==> src/rtl/seg_scan_ctrl.sv <==
// Multiplexed 7-segment scan controller with double-buffered digit storage.
// Writes land in a shadow buffer; commits copy it to the displayed buffer on frame boundaries only.
module seg_scan_ctrl #(
  parameter int NDIG = 8,
  parameter int DIV  = 50000
) (
  input  logic            clk,
  input  logic            rst_n,
  input  logic            en,
  input  logic            lz_en,
  input  logic            wr_valid,
  output logic            wr_ready,
  input  logic [2:0]      wr_addr,
  input  logic [3:0]      wr_data,
  input  logic            wr_dp,
  input  logic            commit,
  output logic [NDIG-1:0] an_o,
  output logic [7:0]      seg_o
);
  localparam int CW = (DIV > 2) ? $clog2(DIV) : 1;
  localparam logic [0:0] S_OPEN = 1'b0;
  localparam logic [0:0] S_PEND = 1'b1;

  logic [CW-1:0]         cnt;
  logic [2:0]            idx;
  logic [0:0]            state;
  logic [NDIG-1:0][4:0]  shadow, active, shadow_nxt;
  logic [NDIG-1:0]       zf;
  logic                  tick, frame, wr_fire, do_copy, blank;
  logic [4:0]            cur;

  function automatic logic [6:0] seg_pat(input logic [3:0] c);
    case (c)
      4'd0:    seg_pat = 7'b1111110;
      4'd1:    seg_pat = 7'b0110000;
      4'd2:    seg_pat = 7'b1101101;
      4'd3:    seg_pat = 7'b1111001;
      4'd4:    seg_pat = 7'b0110011;
      4'd5:    seg_pat = 7'b1011011;
      4'd6:    seg_pat = 7'b1011111;
      4'd7:    seg_pat = 7'b1110000;
      4'd8:    seg_pat = 7'b1111111;
      4'd9:    seg_pat = 7'b1111011;
      default: seg_pat = 7'b0000000;
    endcase
  endfunction

  assign tick     = (cnt == CW'(DIV - 1)) && en;
  assign frame    = tick && (idx == 3'(NDIG - 1));
  assign wr_ready = (state == S_OPEN);
  assign wr_fire  = wr_valid && wr_ready;
  assign do_copy  = frame && ((state == S_PEND) || commit);

  // Same-cycle write is folded into what gets copied.
  genvar gi;
  generate
    for (gi = 0; gi < NDIG; gi++) begin : g_dig
      assign shadow_nxt[gi] = (wr_fire && (wr_addr == 3'(gi))) ? {wr_data, wr_dp} : shadow[gi];
      if (gi == NDIG - 1) begin : g_top
        assign zf[gi] = (active[gi] == 5'd0);
      end else begin : g_mid
        assign zf[gi] = (active[gi] == 5'd0) && zf[gi+1];
      end
    end
  endgenerate

  assign cur   = active[idx];
  assign blank = lz_en && (idx != 3'd0) && zf[idx];

  always_ff @(posedge clk or negedge rst_n) begin
    if (!rst_n) begin
      cnt <= '0;
      idx <= '0;
    end else if (tick) begin
      cnt <= '0;
      idx <= (idx == 3'(NDIG - 1)) ? 3'd0 : idx + 3'd1;
    end else if (en) begin
      cnt <= cnt + CW'(1);
    end
  end

  always_ff @(posedge clk or negedge rst_n) begin
    if (!rst_n) begin
      state <= S_OPEN;
    end else if (state == S_OPEN) begin
      if (commit && !frame) state <= S_PEND;
    end else if (frame) begin
      state <= S_OPEN;
    end
  end

  always_ff @(posedge clk or negedge rst_n) begin
    if (!rst_n) begin
      shadow <= {NDIG{5'b11110}};
      active <= {NDIG{5'b11110}};
    end else begin
      shadow <= shadow_nxt;
      if (do_copy) active <= shadow_nxt;
    end
  end

  always_ff @(posedge clk or negedge rst_n) begin
    if (!rst_n) begin
      an_o  <= '1;
      seg_o <= 8'hFF;
    end else begin
      an_o  <= en ? ~(NDIG'(1) << idx) : '1;
      seg_o <= (!en || blank) ? 8'hFF : {~seg_pat(cur[4:1]), ~cur[0]};
    end
  end
endmodule

==> config.mk <==
export PLATFORM = sky130hd
export DESIGN_NAME = seg_scan_ctrl
export DESIGN_NICKNAME = d
export VERILOG_FILES = /design/src/rtl/seg_scan_ctrl.sv
export SDC_FILE = /design/constraint.sdc
export NUM_CORES = 1
export LEC_CHECK = 0
export BUFFER_PORTS_ARGS = -buffer_cell sky130_fd_sc_hd__buf_4
export CAP_MARGIN = 20
export CORE_MARGIN = 2
export CORE_UTILIZATION = 60
export DETAILED_ROUTE_END_ITERATION = 8
export GPL_ROUTABILITY_DRIVEN = 0
export GPL_TIMING_DRIVEN = 0
export PLACE_DENSITY = 0.78
export RECOVER_POWER = 25
export REMOVE_ABC_BUFFERS = 1
export SYNTH_ARGS = -nofsm -noshare
export SYNTH_HDL_FRONTEND = slang
export SYNTH_SLANG_ARGS = --single-unit
==> constraint.sdc <==
create_clock -name clk -period 2.95 [get_ports clk]
set_clock_uncertainty 0.15 [all_clocks]
set_input_delay 0.59 -clock clk [delete_from_list [all_inputs] [get_ports clk]]
set_output_delay 0.59 -clock clk [all_outputs]
set_load 0.005 [all_outputs]
==> run_results.csv, run 1 <==
group,metric,value,unit
final_layout,diodes,0,
worst_setup_path,endpoint_kind,"flip-flop",
timing,finalWorstSetupSlack,175,ps
floorplanning,core-area,8590,um2
timing,max_slew.worst_pin.slew,1290,ps
clock_network,post_cts_buffers,0,
grt,grt_first_pass_wirelength,17800,um
final_layout,multi_input_area,2140,um2
final_layout,drive_gt1_share,56.7,%
floorplanning,die_height,97.6,um
grt,grtUsageMet1,32.8,%
floorplanning,die_area,9520,um2
timing,slew_headroom,14.2,%
synthesis,synthTopCellsByCount,"dfstp_2, mux2_2, dfrtp_1, nand2_1, nor2_1",
timing,fmax,360,MHz
synthesis,synth_area_per_cell,14.0,um2
worst_setup_path,cp_cell_sequence,"ha_1, nand3_1, nor2_1, and4_4, nor3b_4, buf_8, buf_8, buf_8, mux2_2",
synthesis,yosysTopAreaCell,"dfstp_2",
run_status,status,"complete, no violations",
timing,fin_tns_setup,0,ps
worst_setup_path,start_kind,"flip-flop",
synthesis,synthSimpleGateAreaFrac,9.17,%
synthesis,synth_xor_area_share,2.34,%
timing,min_period,2770,ps
synthesis,netlist_area,5250,um2
power,peakVddDrop,0.384,mV
final_layout,final.fill_count,564,
detailed_routing,finalWirelength,10700,um
synthesis,muxShareOfSynthArea,22.7,%
detailed_routing,wl_per_cell,19.9,um
clock_network,clk_pin_slew,60,ps
synthesis,synth-edff-count,0,
timing,setup_viol,0,
clock_network,clockBufferDepth,2,
floorplanning,placementRows,34,
worst_setup_path,cp_top_family,"simple AND/OR/NAND/NOR gates",
power,p_leak,2.71,nW
clock_network,root_buffer,"clkbuf_8",
worst_setup_path,cpMostUsedCell,"buf_8",
final_layout,area.sequential,3010,um2
grt,antenna_found_initial,0,
flow_run,maxCapViolations,0,
synthesis,synth_compound_area_share,3.43,%
synthesis,post_synth_inst_count,374,
detailed_routing,drt-pass1-iter-count,5,
synthesis,synth-main-ff-cell,"dfstp_2",
grt,grt.total_usage,24.5,%
clock_network,cts_tree,"built",
timing,hold_viol,0,
grt,top_usage_layer,"met2",
timing,slew_violations,0,
detailed_routing,drc_errors,0,
placed_design,preCtsSetupSlack,-209,ps
final_layout,final_util,72.0,%
clock_network,htreeDepth,4,
final_layout,fin_nets,443,
final_layout,syn_to_final_growth,17.9,%
detailed_routing,vias_per_cell,5.94,
timing,fin_crit_sh,94.1,%
detailed_routing,num_vias,3198,
worst_setup_path,worstPathMaxFanout,18,
clock_network,cts_buffers,17,
worst_setup_path,cp_num_buf_inv,3,
floorplanning,start_util,61.1,%
grt,grt_pass1_vias,3447,
timing,rsz0062_at_grt,"no",
timing,fin_hold_ws,171,ps
floorplanning,die_w,97.6,um
worst_setup_path,crit_path_max_incr_delay,390,ps
clock_network,clk_latency,520,ps
synthesis,synth_area_leaders,"dfstp_2, dfrtp_1, mux2_2",
synthesis,async_reset_ff_share,100,%
placed_design,dp_hpwl,6950,um
floorplanning,ioPinCount,31,
grt,grt_max_degree,66,
worst_setup_path,crit_type,"reg2reg",
power,powerDensity,633,nW/um2
worst_setup_path,cp.required,3200,ps
detailed_routing,drt_first_iter_violations,231,
synthesis,synth_fa_ha_area_share,2.86,%
detailed_routing,ant_nets,0,
grt,use_met2,38.9,%
synthesis,ys_seq_area_share,57.2,%
synthesis,ys_warn_count,0,
synthesis,synth_top_area_share,40.0,%
worst_hold_path,hold_class,"in2reg",
worst_setup_path,cp_slowest_cell,"dfrtp_1",
synthesis,synth.most_common_cell,"dfstp_2",
clock_network,cts_sinks,116,
grt,grt_overflow,0,
synthesis,yosys_register_bits,116,
placed_design,placed_cell_area,5600,um2
grt,grt.met3_usage,6.12,%
synthesis,synth_top_family_by_area,"multiplexers",
final_layout,final_area,6190,um2
synthesis,synthDistinctLibCells,49,
placed_design,io_buffers,30,
worst_setup_path,cp.arrival,3020,ps
## metrics by stage
step                power [mW]  cells
finish                    3.92    538
global route              4.05    538
CTS                       3.94    538
detailed placement        1.97    505
global placement          1.94    501
floorplan                 1.86    363
## flip-flops by register name, indices dropped and copies added, names as in the netlist
name    cells
active     40
an_o        8
cnt        16
idx         3
seg_o       8
shadow     40
state       1
## worst register-to-register path: stages (launching register included)
cell and delay, ps:
dfrtp_1 390, ha_1 200, nand3_1 140, nor2_1 240
and4_4 390, nor3b_4 240, buf_8 210, buf_8 180
buf_8 170, mux2_2 350
## cell usage in the layout (no fill, tap or decap), types with 4 or more instances in the layout
master / instances
nor2b_1: 5
clkbuf_8: 4
nor3_1: 5
nand3_1: 14
dfrtp_1: 34
or4_1: 5
xor2_1: 7
xnor2_1: 7
mux2_2: 75
nor2_1: 17
o21ai_0: 5
inv_1: 9
clkbuf_16: 16
nor4_1: 4
nand2_1: 22
a21oi_1: 7
o21ai_2: 5
mux2_1: 7
ha_1: 12
mux4_2: 9
buf_4: 29
dfstp_2: 80
## cell type report
cell class | count | share of cell area [%]
clock inverters | 9 | 1.68
clock buffers | 23 | 7.54
multi-input cells | 238 | 34.6
flip-flops and latches | 116 | 48.6
well taps | 108 | 2.18
inverters | 9 | 0.546
repair buffers | 35 | 4.93
## metal layers
metal | share of wire, % | wire length [um]
met1 | 45 | 4840
met2 | 49 | 5250
met3 | 3.9 | 414
met4 | 1.7 | 183
met5 | 0 | 0
## path summary, 6_finish.rpt
path                                      start                     end  depth (start not counted)  slack, ps
max                          cnt[0]$_DFFE_PN0P_  active[20]$_DFFE_PN0P_                          9        180
min reg2reg                shadow[20]$_DFF_PN0_    shadow[20]$_DFF_PN0_                          1        350
min in group asynchronous                 rst_n   active[0]$_DFFE_PN0P_                          2        750
max in group asynchronous                 rst_n  active[37]$_DFFE_PN1P_                          3        970
min                                          en       an_o[3]$_DFF_PN1_                          2        170
max reg2reg                  cnt[0]$_DFFE_PN0P_  active[20]$_DFFE_PN0P_                          9        180
## where the power goes
part,switching (mW),internal (mW)
clock,0.700,1.26
combinational,0.122,0.0943
sequential,0.0580,1.68
## timing repair
| action | CTS | global route |
|---|---|---|
| resized for setup | 2 | 3 |
| endpoints found under the hold margin | 10 | 0 |
| hold buffers | 1 | 0 |
| setup endpoints to repair | 19 | 16 |
| pin swaps | 0 | 0 |
## cells by family after synthesis
logic type / Yosys count
AO/OA/AOI/OAI: 25
XOR/XNOR: 14
adder cells (fa/ha/maj): 12
buffers and inverters: 20
flip-flops: 116
multiplexers: 96
AND/OR/NAND/NOR: 91
Note: power is estimated with default switching activity, not from simulation.
==> inputs of run 2 (changes only) <==
- BUFFER_PORTS_ARGS: -buffer_cell sky130_fd_sc_hd__buf_4 -> not set
- DONT_BUFFER_PORTS: not set -> 1
- PLACE_DENSITY: 0.78 -> 0.75
==> run 2 against run 1 <==
The flow now finishes with violations (hold timing). Sequential power barely moved. Worst hold slack got worse by 550 ps. Routed wire length fell by 5.8%. Sequential share of layout area rose by 1.8 points. Combinational power fell by 35%. Largest cell class unchanged.
==> run_results.csv, run 2 (same netlist as run 1, synthesis figures left out) <==
group,metric,value,unit
worst_setup_path,endpoint_kind,"flip-flop",
clock_network,root_buffer,"clkbuf_8",
final_layout,final_common_cell,"dfstp_2",
detailed_routing,num_vias,3018,
run_status,violations,"hold timing",
final_layout,final_cell_mix,"dfstp_2, mux2_2, dfrtp_1, nand2_1",
timing,setup_viol,0,
grt,grtUsageMet1,31.6,%
worst_setup_path,cp.arrival,2980,ps
worst_setup_path,crit_path_max_incr_delay,490,ps
clock_network,htreeDepth,4,
detailed_routing,finalWirelength,10100,um
power,fin_total_pwr,3.96,mW
final_layout,syn_to_final_growth,13.8,%
clock_network,clk_latency,520,ps
clock_network,clockBufferDepth,2,
timing,min_period,2740,ps
final_layout,reg_top3,"active: 40 flops, shadow: 40 flops, cnt: 16 flops",
clock_network,cts_buffers,17,
grt,grt_pass1_vias,3164,
grt,grt.met3_usage,7.12,%
detailed_routing,drt_first_iter_violations,205,
worst_setup_path,cp_slowest_cell,"and4_2",
floorplanning,die_w,97.6,um
floorplanning,start_util,61.1,%
timing,max_slew.worst_pin.slew,937,ps
clock_network,clk_pin_slew,60,ps
worst_setup_path,cp_cell_sequence,"ha_1, nand3_1, nor2_1, and4_2, nor3b_4, buf_8, buf_8, mux2_1",
detailed_routing,vias_per_cell,5.95,
worst_setup_path,cp.required,3200,ps
timing,hold_viol,116,
grt,antenna_found_initial,0,
timing,fin_crit_sh,92.7,%
placed_design,dp_hpwl,6550,um
grt,grt.total_usage,23.0,%
worst_setup_path,cpMostUsedCell,"buf_8",
floorplanning,core-area,8590,um2
floorplanning,die_area,9520,um2
clock_network,cts_tree,"built",
timing,slew_headroom,35.7,%
power,peakVddDrop,0.424,mV
grt,top_usage_layer,"met2",
detailed_routing,wl_per_cell,19.9,um
timing,fmax,365,MHz
final_layout,fin_nets,412,
detailed_routing,ant_nets,0,
clock_network,cts_sinks,116,
grt,grt_overflow,0,
floorplanning,die_height,97.6,um
floorplanning,ioPinCount,31,
grt,use_met2,34.8,%
detailed_routing,drc_errors,0,
detailed_routing,drt-pass1-iter-count,5,
clock_network,ctsHoldBuffers,1,
grt,grt_first_pass_wirelength,16800,um
worst_setup_path,crit_type,"reg2reg",
timing,slew_violations,0,
timing,fin_hold_ws,-383,ps
power,powerDensity,663,nW/um2
worst_setup_path,worstPathMaxFanout,17,
worst_setup_path,start_kind,"flip-flop",
grt,grt_max_degree,117,
floorplanning,placementRows,34,
placed_design,io_buffers,0,
run_status,status,"finished, violations left",
final_layout,drive_gt1_share,54.1,%
power,p_leak,2.57,nW
timing,rsz0062_at_grt,"no",
worst_hold_path,hold_class,"in2async",
final_layout,diodes,0,
flow_run,maxCapViolations,0,
==> run 2: cell types whose count changed in the layout (fill, tap and decap cells not counted), sizes merged <==
cell / change
buf: -30
bufinv: +1
clkbuf: -5
clkinv: +1
inv: +2
==> run 2: final cells by class <==
type                    instances  area (um2)
clock buffers                  19         443
clock inverters                13         171
fillers                       582        2620
inverters                       9        33.8
multi-input cells             238        2140
flip-flops and latches        116        3010
well taps                     108         135
repair buffers                  4        47.5
==> run 2: final timing paths <==
kind | start | slack (ps) | cells after the start | end
worst min register to register | shadow[25]$_DFF_PN0_ | 340 | 1 | shadow[25]$_DFF_PN0_
worst max register to register | cnt[0]$_DFFE_PN0P_ | 210 | 8 | active[15]$_DFFE_PN0P_
max in group asynchronous | rst_n | 2840 | 0 | shadow[14]$_DFF_PN1_
worst min-delay path | rst_n | -380 | 0 | cnt[11]$_DFFE_PN0P_
min in group clk | en | 30 | 1 | cnt[1]$_DFFE_PN0P_
worst max-delay path | cnt[0]$_DFFE_PN0P_ | 210 | 8 | active[15]$_DFFE_PN0P_
==> run 2: power by group <==
| part | internal [mW] | switching (mW) |
|---|---|---|
| Sequential | 1.68 | 0.0595 |
| Clock | 1.35 | 0.740 |
| Combinational | 0.0738 | 0.0662 |
==> run 2: routing by layer <==
layer,part of all wire (%),vias to the layer above
li1,-,1370
met1,47,1555
met2,47,77
met3,4.4,16
met4,1.7,0
met5,0,-
==> run 2: stage by stage <==
step,cell area [um2],setup slack (ps),std cells,TNS (ps),utilization [%]
finish,5980,214,507,0,69.6
global route,5980,58.9,507,0,69.6
CTS,5970,82.8,507,0,69.5
detailed placement,5340,-414,473,-8130,62.1
global placement,5300,-1730,471,-67800,61.7
floorplan,5160,-707,363,-26630,-
==> run 2: timing repair <==
item / CTS / global route
setup endpoints to repair: 46 / 17
hold endpoints to repair: 121 / 116
gates resized for setup: 1 / 4
buffers inserted: 1 / 0
pin swaps: 0 / 0
==> run 2: critical path, delay by kind of cell (launching register included) <==
kind	cells	cell delay (ps)
flops	1	390
simple gates	4	1150
fa+ha+maj	1	200
buf+inv	2	390
mux	1	340
